### config.mk
export PLATFORM = sky130hd
export DESIGN_NAME = pid_alu
export DESIGN_NICKNAME = d
export VERILOG_FILES = /design/src/rtl/pid_alu.sv
export SDC_FILE = /design/constraint.sdc
export NUM_CORES = 1
export LEC_CHECK = 0
export ABC_CLOCK_PERIOD_IN_PS = 9400
export CORE_MARGIN = 3
export CORE_UTILIZATION = 50
export CTS_CLUSTER_SIZE = 24
export DETAILED_ROUTE_END_ITERATION = 12
export PLACE_DENSITY = 0.74
export SKIP_CTS_REPAIR_TIMING = 1
export SYNTH_ARGS = -nofsm -noshare
export SYNTH_HDL_FRONTEND = slang
export SYNTH_SLANG_ARGS = --single-unit
### constraint.sdc
create_clock -name clk -period 9.4 [get_ports clk]
set_clock_uncertainty 0.15 [all_clocks]
set_input_delay 1.41 -clock clk [delete_from_list [all_inputs] [get_ports clk]]
set_output_delay 1.41 -clock clk [all_outputs]
set_load 0.02 [all_outputs]
### src/rtl/pid_alu.sv
// Shared PID datapath ALU: operand select, scaled add/sub with 12-bit saturation,
// or Q12 signed multiply saturated to 15 bits. Define ALU_SAT_FLAG_EN to add sat_flag.
module pid_alu (
  input  logic        clk,
  input  logic        rst,
  input  logic [15:0] Accum,
  input  logic [15:0] Pcomp,
  input  logic [13:0] Pterm,
  input  logic [11:0] Fwd,
  input  logic [11:0] A2D_res,
  input  logic [11:0] Error,
  input  logic [11:0] Intgrl,
  input  logic [11:0] Icomp,
  input  logic [11:0] Iterm,
  input  logic [2:0]  src0sel,
  input  logic [2:0]  src1sel,
  input  logic        multiply,
  input  logic        sub,
  input  logic        mult2,
  input  logic        mult4,
  input  logic        saturate,
  output logic [15:0] dst
`ifdef ALU_SAT_FLAG_EN
  ,
  output logic        sat_flag
`endif
);

  logic [15:0]        src0, src1, s0, sum, add_res, mul_res, result;
  logic               add_hi, add_lo, mul_hi, mul_lo;
  logic signed [14:0] mul_a, mul_b;
  logic signed [29:0] prod, prod_q12;

  always_comb begin
    src0 = '0;
    case (src0sel)
      3'd0:    src0 = {4'b0000, A2D_res};
      3'd1:    src0 = {{4{Intgrl[11]}}, Intgrl};
      3'd2:    src0 = {{4{Icomp[11]}}, Icomp};
      3'd3:    src0 = Pcomp;
      3'd4:    src0 = {2'b00, Pterm};
      default: src0 = '0;
    endcase
  end

  always_comb begin
    src1 = '0;
    case (src1sel)
      3'd0:    src1 = Accum;
      3'd1:    src1 = {4'b0000, Iterm};
      3'd2:    src1 = {{4{Error[11]}}, Error};
      3'd3:    src1 = {{8{Error[11]}}, Error[11:4]};
      3'd4:    src1 = {4'b0000, Fwd};
      default: src1 = '0;
    endcase
  end

  always_comb begin
    s0 = src0;
    if (mult4)
      s0 = {src0[13:0], 2'b00};
    else if (mult2)
      s0 = {src0[14:0], 1'b0};
    sum    = src1 + (sub ? (~s0 + 16'd1) : s0);
    add_hi = saturate && ($signed(sum) > $signed(16'h07FF));
    add_lo = saturate && ($signed(sum) < $signed(16'hF800));
    if (add_hi)
      add_res = 16'h07FF;
    else if (add_lo)
      add_res = 16'hF800;
    else
      add_res = sum;
  end

  // Arithmetic shift of the full product keeps floor rounding and uses every product bit.
  always_comb begin
    mul_a    = $signed(src0[14:0]);
    mul_b    = $signed(src1[14:0]);
    prod     = mul_a * mul_b;
    prod_q12 = prod >>> 12;
    mul_hi   = prod_q12 > 30'sd16383;
    mul_lo   = prod_q12 < -30'sd16384;
    if (mul_hi)
      mul_res = 16'h3FFF;
    else if (mul_lo)
      mul_res = 16'hC000;
    else
      mul_res = prod_q12[15:0];
  end

  assign result = multiply ? mul_res : add_res;

  always_ff @(posedge clk) begin
    if (rst)
      dst <= '0;
    else
      dst <= result;
  end

`ifdef ALU_SAT_FLAG_EN
  always_ff @(posedge clk) begin
    if (rst)
      sat_flag <= 1'b0;
    else
      sat_flag <= multiply ? (mul_hi | mul_lo) : (add_hi | add_lo);
  end
`endif

endmodule

==> run_summary.xml, run 1 <==
<?xml version="1.0" encoding="UTF-8"?>
<metrics>
  <group name="status">
    <metric name="run_status" unit="">finished clean</metric>
  </group>
  <group name="worst_setup_path">
    <metric name="worstPathMaxFanout" unit="">11</metric>
    <metric name="cp_slowest_cell" unit="">sky130_fd_sc_hd__fa_1</metric>
    <metric name="critPathLaunchType" unit="">input port</metric>
    <metric name="crit_type" unit="">in -&gt; reg</metric>
    <metric name="critical_path_required" unit="ns">9.35</metric>
    <metric name="worstPathArrival" unit="ns">9.07</metric>
    <metric name="max_stage_delay" unit="ns">0.53</metric>
    <metric name="cpLargestDelayFamily" unit="">adder cells</metric>
    <metric name="crit_buf_inv" unit="">10</metric>
    <metric name="crit_top_cell" unit="">sky130_fd_sc_hd__fa_1</metric>
    <metric name="setup.worst_path.end_class" unit="">flop</metric>
  </group>
  <group name="power">
    <metric name="vdd_drop_max" unit="mV">0.1380</metric>
    <metric name="power-per-cell-area" unit="nW/um^2">174.9</metric>
    <metric name="power.static_leakage" unit="nW">7.411</metric>
  </group>
  <group name="global_routing">
    <metric name="global_route_wire_length_before_repair" unit="um">59920</metric>
    <metric name="total_congestion_overflow_after_global_routing" unit="">0</metric>
    <metric name="track_usage" unit="%">28.86</metric>
    <metric name="largest_net_degree_at_the_start_of_global_routing" unit="">36</metric>
    <metric name="first_global_vias" unit="">11920</metric>
    <metric name="grt_antenna_before_repair" unit="">0</metric>
  </group>
  <group name="detailed_routing">
    <metric name="via_per_inst" unit="">5.602</metric>
    <metric name="route.final.wire_length" unit="um">36170</metric>
    <metric name="drt_first_iter_violations" unit="">862</metric>
    <metric name="detail_route.first_pass.iterations" unit="">6</metric>
    <metric name="detail_route.drc_violations" unit="">0</metric>
    <metric name="detail-route-antenna-nets" unit="">0</metric>
    <metric name="drt-wirelength-per-cell" unit="um">18.09</metric>
    <metric name="route.vias.total" unit="">11200</metric>
  </group>
  <group name="layout">
    <metric name="final_nets" unit="">2135</metric>
    <metric name="synthToLayoutAreaGrowth" unit="%">24.97</metric>
    <metric name="drive_gt1_share" unit="%">12.40</metric>
    <metric name="antennaDiodeCount" unit="">0</metric>
    <metric name="largest-register" unit="">dst</metric>
    <metric name="flip_flop_count_of_the_largest_register_all_copies_and_words_added" unit="">16</metric>
    <metric name="largestRegisters" unit="">dst x16</metric>
  </group>
  <group name="logic_synthesis">
    <metric name="synth.yosys.seq_area_share" unit="%">2.692</metric>
    <metric name="synthCells" unit="">1467</metric>
    <metric name="synth.top_cells.by_count" unit="">sky130_fd_sc_hd__inv_1, sky130_fd_sc_hd__fa_1, sky130_fd_sc_hd__nand2_1, sky130_fd_sc_hd__nor2_1, sky130_fd_sc_hd__ha_1</metric>
    <metric name="yosys_most_used_dff" unit="">sky130_fd_sc_hd__dfxtp_1</metric>
    <metric name="synth.ff_latch_count" unit="">16</metric>
    <metric name="synth_enable_flop_cells" unit="">0</metric>
    <metric name="post_synth_num_cell_types" unit="">80</metric>
    <metric name="biggest_area_contributors_in_the_synthesized_netlist" unit="">sky130_fd_sc_hd__fa_1, sky130_fd_sc_hd__ha_1, sky130_fd_sc_hd__inv_1</metric>
    <metric name="synth-warning-count" unit="">0</metric>
    <metric name="fraction_of_registers_with_async_set_or_reset_after_synthesis" unit="%">0</metric>
    <metric name="yosys.area.top_type" unit="">sky130_fd_sc_hd__fa_1</metric>
    <metric name="avgSynthCellArea" unit="um^2">8.112</metric>
    <metric name="syn-num-nets" unit="">1914</metric>
    <metric name="synthMostInstantiatedCell" unit="">sky130_fd_sc_hd__inv_1</metric>
    <metric name="synth_largest_type_area_fraction" unit="%">37.35</metric>
    <metric name="synthesis.area" unit="um^2">11900</metric>
  </group>
  <group name="floorplan">
    <metric name="die_height" unit="um">160.3</metric>
    <metric name="core" unit="um^2">22980</metric>
    <metric name="start_util" unit="%">51.77</metric>
    <metric name="die_area" unit="um^2">25690</metric>
    <metric name="ios" unit="">147</metric>
    <metric name="core.rowCount" unit="">55</metric>
    <metric name="die-width" unit="um">160.3</metric>
  </group>
  <group name="job">
    <metric name="timing.max_cap.violations" unit="">0</metric>
  </group>
  <group name="timing">
    <metric name="timing_worst_slew_pin_value" unit="ns">0.9462</metric>
    <metric name="max_slew_margin" unit="%">36.92</metric>
    <metric name="min_period_over_period" unit="%">96.98</metric>
    <metric name="finalWorstSetupSlack" unit="ns">0.2838</metric>
    <metric name="clock.fmax" unit="MHz">109.7</metric>
    <metric name="setup_viol_count_final" unit="">0</metric>
    <metric name="final_max_slew_viol_count" unit="">0</metric>
    <metric name="hold_violations" unit="">0</metric>
    <metric name="final_sum_of_negative_setup_slack" unit="ns">0</metric>
    <metric name="timing.final.crit_period" unit="ns">9.116</metric>
  </group>
  <group name="placed_design">
    <metric name="dp_slack" unit="ns">-0.1600</metric>
    <metric name="post-dp-hpwl" unit="um">31210</metric>
    <metric name="numPortBuffers" unit="">146</metric>
    <metric name="gp_congestion" unit="">0.9460</metric>
  </group>
  <group name="clocking">
    <metric name="tritoncts" unit="">yes</metric>
    <metric name="cts_root_buf" unit="">sky130_fd_sc_hd__clkbuf_16</metric>
    <metric name="clock_buffers_created_by_tritoncts" unit="">3</metric>
    <metric name="ctsLongestPathBuffers" unit="">2</metric>
    <metric name="clk_transition_reported_paths" unit="ns">0.05</metric>
    <metric name="htree_levels" unit="">1</metric>
    <metric name="clkSinkCount" unit="">16</metric>
  </group>
  <group name="hold_path">
    <metric name="worst_hold_path_type" unit="">in -&gt; reg</metric>
  </group>
</metrics>
[stage by stage]
stage / total power [mW] / instance area [um^2] / instances / hold WS [ns] / util, %
after floorplan: 1.630 / 11900 / 1467 / 1.404 / -
after global placement: 2.390 / 14610 / 1993 / 1.919 / 63.56
after detailed placement: 2.433 / 14610 / 1993 / 1.921 / 63.56
after CTS: 2.530 / 14680 / 1996 / 1.660 / 63.89
after global routing: 2.908 / 14870 / 1999 / 1.719 / 64.70
final: 2.601 / 14870 / 1999 / 1.658 / 64.70
[final timing paths]
| kind | end | start | cells past startpoint | slack (ns) |
|---|---|---|---|---|
| setup / recovery | dst[10] | src1sel[0] | 30 | 0.28 |
| hold / removal | dst[14] | saturate | 3 | 1.66 |
[cell usage in the layout (no fill, tap or decap), types with 9 or more instances in the layout]
cell type,count
sky130_fd_sc_hd__nand3_1,15
sky130_fd_sc_hd__nor2b_1,9
sky130_fd_sc_hd__o21bai_1,9
sky130_fd_sc_hd__mux2i_1,24
sky130_fd_sc_hd__buf_4,130
sky130_fd_sc_hd__xnor2_1,39
sky130_fd_sc_hd__nor3_1,21
sky130_fd_sc_hd__a22oi_1,19
sky130_fd_sc_hd__a21o_1,23
sky130_fd_sc_hd__dfxtp_1,16
sky130_fd_sc_hd__fa_1,222
sky130_fd_sc_hd__ha_1,94
sky130_fd_sc_hd__mux2_2,12
sky130_fd_sc_hd__inv_1,289
sky130_fd_sc_hd__xor2_1,12
sky130_fd_sc_hd__a211oi_1,9
sky130_fd_sc_hd__and2_1,20
sky130_fd_sc_hd__a31oi_1,9
sky130_fd_sc_hd__or2_2,9
sky130_fd_sc_hd__a21oi_1,72
sky130_fd_sc_hd__nor2_1,126
sky130_fd_sc_hd__clkdlybuf4s50_1,146
sky130_fd_sc_hd__buf_12,9
sky130_fd_sc_hd__nand2_1,158
sky130_fd_sc_hd__o21ai_0,40
[layout make-up]
| type | instances | area, um^2 |
|---|---|---|
| multi-input combinational | 1086 | 10350 |
| fill | 2007 | 8113 |
| timing repair buffer | 288 | 2639 |
| inverter | 293 | 1100 |
| tap | 313 | 391.6 |
| sequential | 16 | 320.3 |
| clock buffer | 3 | 75.07 |
[report_power, final]
group / internal [mW] / switching [mW]
clock: 0.0558 / 0.0256
sequential: 0.0997 / 0.00796
combinational: 1.06 / 1.35
total: 1.21 / 1.39
[logic make-up after synthesis]
group                      after synthesis  share of synthesized area (%)
AOI/OAI and AO/OA                      270                          15.46
xor gates and xnor gates                51                          3.754
adders and majority gates              316                          47.23
buffers and inverters                  365                          11.77
DFF                                     16                          2.692
muxes                                   37                          3.249
and+or+nand+nor                        412                          15.86
[routing by layer]
metal	global-route usage, %	vias up	wire length (um)
li1	-	5164	-
met1	34.92	5490	13740
met2	50.15	435	17810
met3	4.565	109	2518
met4	14.04	0	2095
met5	0	-	0
Note: power is estimated with default switching activity, not from simulation.
==> inputs of run 2 (changes only) <==
--- a/config.mk
+++ b/config.mk
@@ -10,7 +10,8 @@
 export CORE_UTILIZATION = 50
 export CTS_CLUSTER_SIZE = 24
 export DETAILED_ROUTE_END_ITERATION = 12
-export PLACE_DENSITY = 0.74
+export DONT_BUFFER_PORTS = 1
+export PLACE_DENSITY = 0.66
 export SKIP_CTS_REPAIR_TIMING = 1
 export SYNTH_ARGS = -nofsm -noshare
 export SYNTH_HDL_FRONTEND = slang
==> run 2 against run 1 <==
Maximum frequency rose by 1.5%. Largest cell class unchanged. Count of clock-buffer cells in the layout did not move. Flip-flop and latch count did not move.
==> run_summary.xml, run 2 (same netlist as run 1, synthesis figures left out) <==
<?xml version="1.0" encoding="UTF-8"?>
<metrics>
  <group name="global_routing">
    <metric name="grt_antenna_before_repair" unit="">0</metric>
    <metric name="first_global_vias" unit="">10930</metric>
    <metric name="global_route_wire_length_before_repair" unit="um">56100</metric>
    <metric name="track_usage" unit="%">27.22</metric>
    <metric name="total_congestion_overflow_after_global_routing" unit="">0</metric>
    <metric name="largest_net_degree_at_the_start_of_global_routing" unit="">36</metric>
  </group>
  <group name="detailed_routing">
    <metric name="detail-route-antenna-nets" unit="">0</metric>
    <metric name="via_per_inst" unit="">5.798</metric>
    <metric name="drt-wirelength-per-cell" unit="um">19.33</metric>
    <metric name="route.vias.total" unit="">10200</metric>
    <metric name="route.final.wire_length" unit="um">34000</metric>
    <metric name="drt_first_iter_violations" unit="">837</metric>
    <metric name="detail_route.first_pass.iterations" unit="">6</metric>
    <metric name="detail_route.drc_violations" unit="">0</metric>
  </group>
  <group name="floorplan">
    <metric name="die_area" unit="um^2">25690</metric>
    <metric name="core.rowCount" unit="">55</metric>
    <metric name="core" unit="um^2">22980</metric>
    <metric name="start_util" unit="%">51.77</metric>
    <metric name="die-width" unit="um">160.3</metric>
    <metric name="die_height" unit="um">160.3</metric>
    <metric name="ios" unit="">147</metric>
  </group>
  <group name="layout">
    <metric name="synthToLayoutAreaGrowth" unit="%">4.531</metric>
    <metric name="largestRegisters" unit="">dst x16</metric>
    <metric name="final_nets" unit="">1895</metric>
    <metric name="flip_flop_count_of_the_largest_register_all_copies_and_words_added" unit="">16</metric>
    <metric name="drive_gt1_share" unit="%">6.017</metric>
    <metric name="post-route-util" unit="%">54.12</metric>
    <metric name="instances_no_fill" unit="">1759</metric>
    <metric name="antennaDiodeCount" unit="">0</metric>
    <metric name="mostFrequentLayoutCells" unit="">sky130_fd_sc_hd__inv_1, sky130_fd_sc_hd__fa_1, sky130_fd_sc_hd__nand2_1, sky130_fd_sc_hd__nor2_1, sky130_fd_sc_hd__ha_1</metric>
    <metric name="mostFrequentLayoutCell" unit="">sky130_fd_sc_hd__inv_1</metric>
    <metric name="largest-register" unit="">dst</metric>
  </group>
  <group name="hold_path">
    <metric name="worst_hold_path_type" unit="">in -&gt; reg</metric>
  </group>
  <group name="placed_design">
    <metric name="gp_congestion" unit="">0.9422</metric>
    <metric name="numPortBuffers" unit="">0</metric>
    <metric name="post-dp-hpwl" unit="um">29110</metric>
    <metric name="total_instance_count_after_detailed_placement" unit="">1756</metric>
  </group>
  <group name="timing">
    <metric name="clock.fmax" unit="MHz">111.3</metric>
    <metric name="final_max_slew_viol_count" unit="">0</metric>
    <metric name="final_layout_worst_hold_slack" unit="ns">1.090</metric>
    <metric name="timing_worst_slew_pin_value" unit="ns">0.9880</metric>
    <metric name="setup_viol_count_final" unit="">0</metric>
    <metric name="max_slew_margin" unit="%">34.13</metric>
    <metric name="timing.final.crit_period" unit="ns">8.986</metric>
    <metric name="final_sum_of_negative_setup_slack" unit="ns">0</metric>
    <metric name="hold_violations" unit="">0</metric>
    <metric name="min_period_over_period" unit="%">95.59</metric>
  </group>
  <group name="power">
    <metric name="power-per-cell-area" unit="nW/um^2">176.6</metric>
    <metric name="internal_power" unit="uW">939.9</metric>
    <metric name="vdd_drop_max" unit="mV">0.1333</metric>
    <metric name="total_switching_power" unit="mW">1.257</metric>
    <metric name="comb_power_share" unit="%">89.6</metric>
    <metric name="p_sw_share" unit="%">57.21</metric>
    <metric name="power.clock.fraction" unit="%">3.6</metric>
    <metric name="power.static_leakage" unit="nW">6.328</metric>
    <metric name="power.share.sequential" unit="%">6.8</metric>
  </group>
  <group name="clocking">
    <metric name="ctsLongestPathBuffers" unit="">2</metric>
    <metric name="clock_buffers_created_by_tritoncts" unit="">3</metric>
    <metric name="cts_root_buf" unit="">sky130_fd_sc_hd__clkbuf_16</metric>
    <metric name="clkSinkCount" unit="">16</metric>
    <metric name="tritoncts" unit="">yes</metric>
    <metric name="htree_levels" unit="">1</metric>
    <metric name="clk_transition_reported_paths" unit="ns">0.04</metric>
  </group>
  <group name="worst_setup_path">
    <metric name="worstPathMaxFanout" unit="">25</metric>
    <metric name="critPathLaunchType" unit="">input port</metric>
    <metric name="critical_path_required" unit="ns">9.37</metric>
    <metric name="crit_type" unit="">in -&gt; reg</metric>
    <metric name="worstPathArrival" unit="ns">8.96</metric>
    <metric name="setup.worst_path.end_class" unit="">flop</metric>
  </group>
  <group name="status">
    <metric name="run_status" unit="">finished clean</metric>
  </group>
  <group name="job">
    <metric name="timing.max_cap.violations" unit="">0</metric>
  </group>
</metrics>
==> run 2: final cells by class <==
| class | count | area [um^2] |
|---|---|---|
| multi-input combinational | 1086 | 10190 |
| fill | 2236 | 10550 |
| inverter | 293 | 1100 |
| timing repair buffer | 48 | 360.3 |
| sequential | 16 | 320.3 |
| clock buffer | 3 | 75.07 |
| tap | 313 | 391.6 |
==> run 2: final timing paths <==
path,startpoint,to,cells after the start
min,rst,dst[14],1
max,src1sel[1],dst[12],28
==> run 2: per-layer routing <==
| metal | wire, um | GRT usage [%] | share of wire [%] | vias to the layer above |
|---|---|---|---|---|
| met5 | 0 | 0 | 0 | - |
| met4 | 2258 | 13.89 | 6.6 | 0 |
| met3 | 2322 | 4.488 | 6.8 | 109 |
| met2 | 16780 | 48.01 | 49 | 378 |
| met1 | 12640 | 31.93 | 37 | 5036 |
| li1 | - | - | - | 4676 |
==> run 2: power groups by stage <==
| stage | Combinational [mW] | Clock (mW) | Sequential, mW |
|---|---|---|---|
| finish | 1.97 | 0.0796 | 0.150 |
| global route | 2.25 | 0.0851 | 0.152 |
| CTS | 1.98 | 0.0812 | 0.151 |
| detailed placement | 1.97 | 0 | 0.152 |
| global placement | 1.95 | 0 | 0.153 |
| floorplan | 1.48 | 0 | 0.146 |
==> run 2: worst max-delay path, cell delays in order <==
cell and delay (ns):
sky130_fd_sc_hd__nor2_1 0.22, sky130_fd_sc_hd__buf_4 0.21, sky130_fd_sc_hd__a22oi_1 0.10, sky130_fd_sc_hd__o22ai_1 0.19
sky130_fd_sc_hd__buf_4 0.27, sky130_fd_sc_hd__nand2_1 0.11, sky130_fd_sc_hd__fa_1 0.53, sky130_fd_sc_hd__fa_1 0.51
sky130_fd_sc_hd__inv_1 0.06, sky130_fd_sc_hd__fa_1 0.49, sky130_fd_sc_hd__inv_1 0.05, sky130_fd_sc_hd__fa_1 0.47
sky130_fd_sc_hd__inv_1 0.05, sky130_fd_sc_hd__fa_1 0.53, sky130_fd_sc_hd__inv_1 0.06, sky130_fd_sc_hd__fa_1 0.54
sky130_fd_sc_hd__inv_1 0.05, sky130_fd_sc_hd__ha_1 0.30, sky130_fd_sc_hd__and4_1 0.26, sky130_fd_sc_hd__and2_1 0.21
sky130_fd_sc_hd__a221oi_1 0.43, sky130_fd_sc_hd__nor2b_1 0.17, sky130_fd_sc_hd__o31ai_1 0.53, sky130_fd_sc_hd__a32oi_1 0.21
sky130_fd_sc_hd__xnor2_1 0.32, sky130_fd_sc_hd__o21ai_0 0.16, sky130_fd_sc_hd__nor3b_1 0.19, sky130_fd_sc_hd__a221o_1 0.32
==> run 2: stage by stage <==
step	worst slack (ns)	cell area [um^2]	power [mW]
final	0.4142	12440	2.197
after global routing	-0.006748	12440	2.487
after CTS	0.4763	12430	2.215
after detailed placement	0.2550	12350	2.126
after floorplan	0.2253	11900	1.630
after global placement	0.3562	12350	2.100
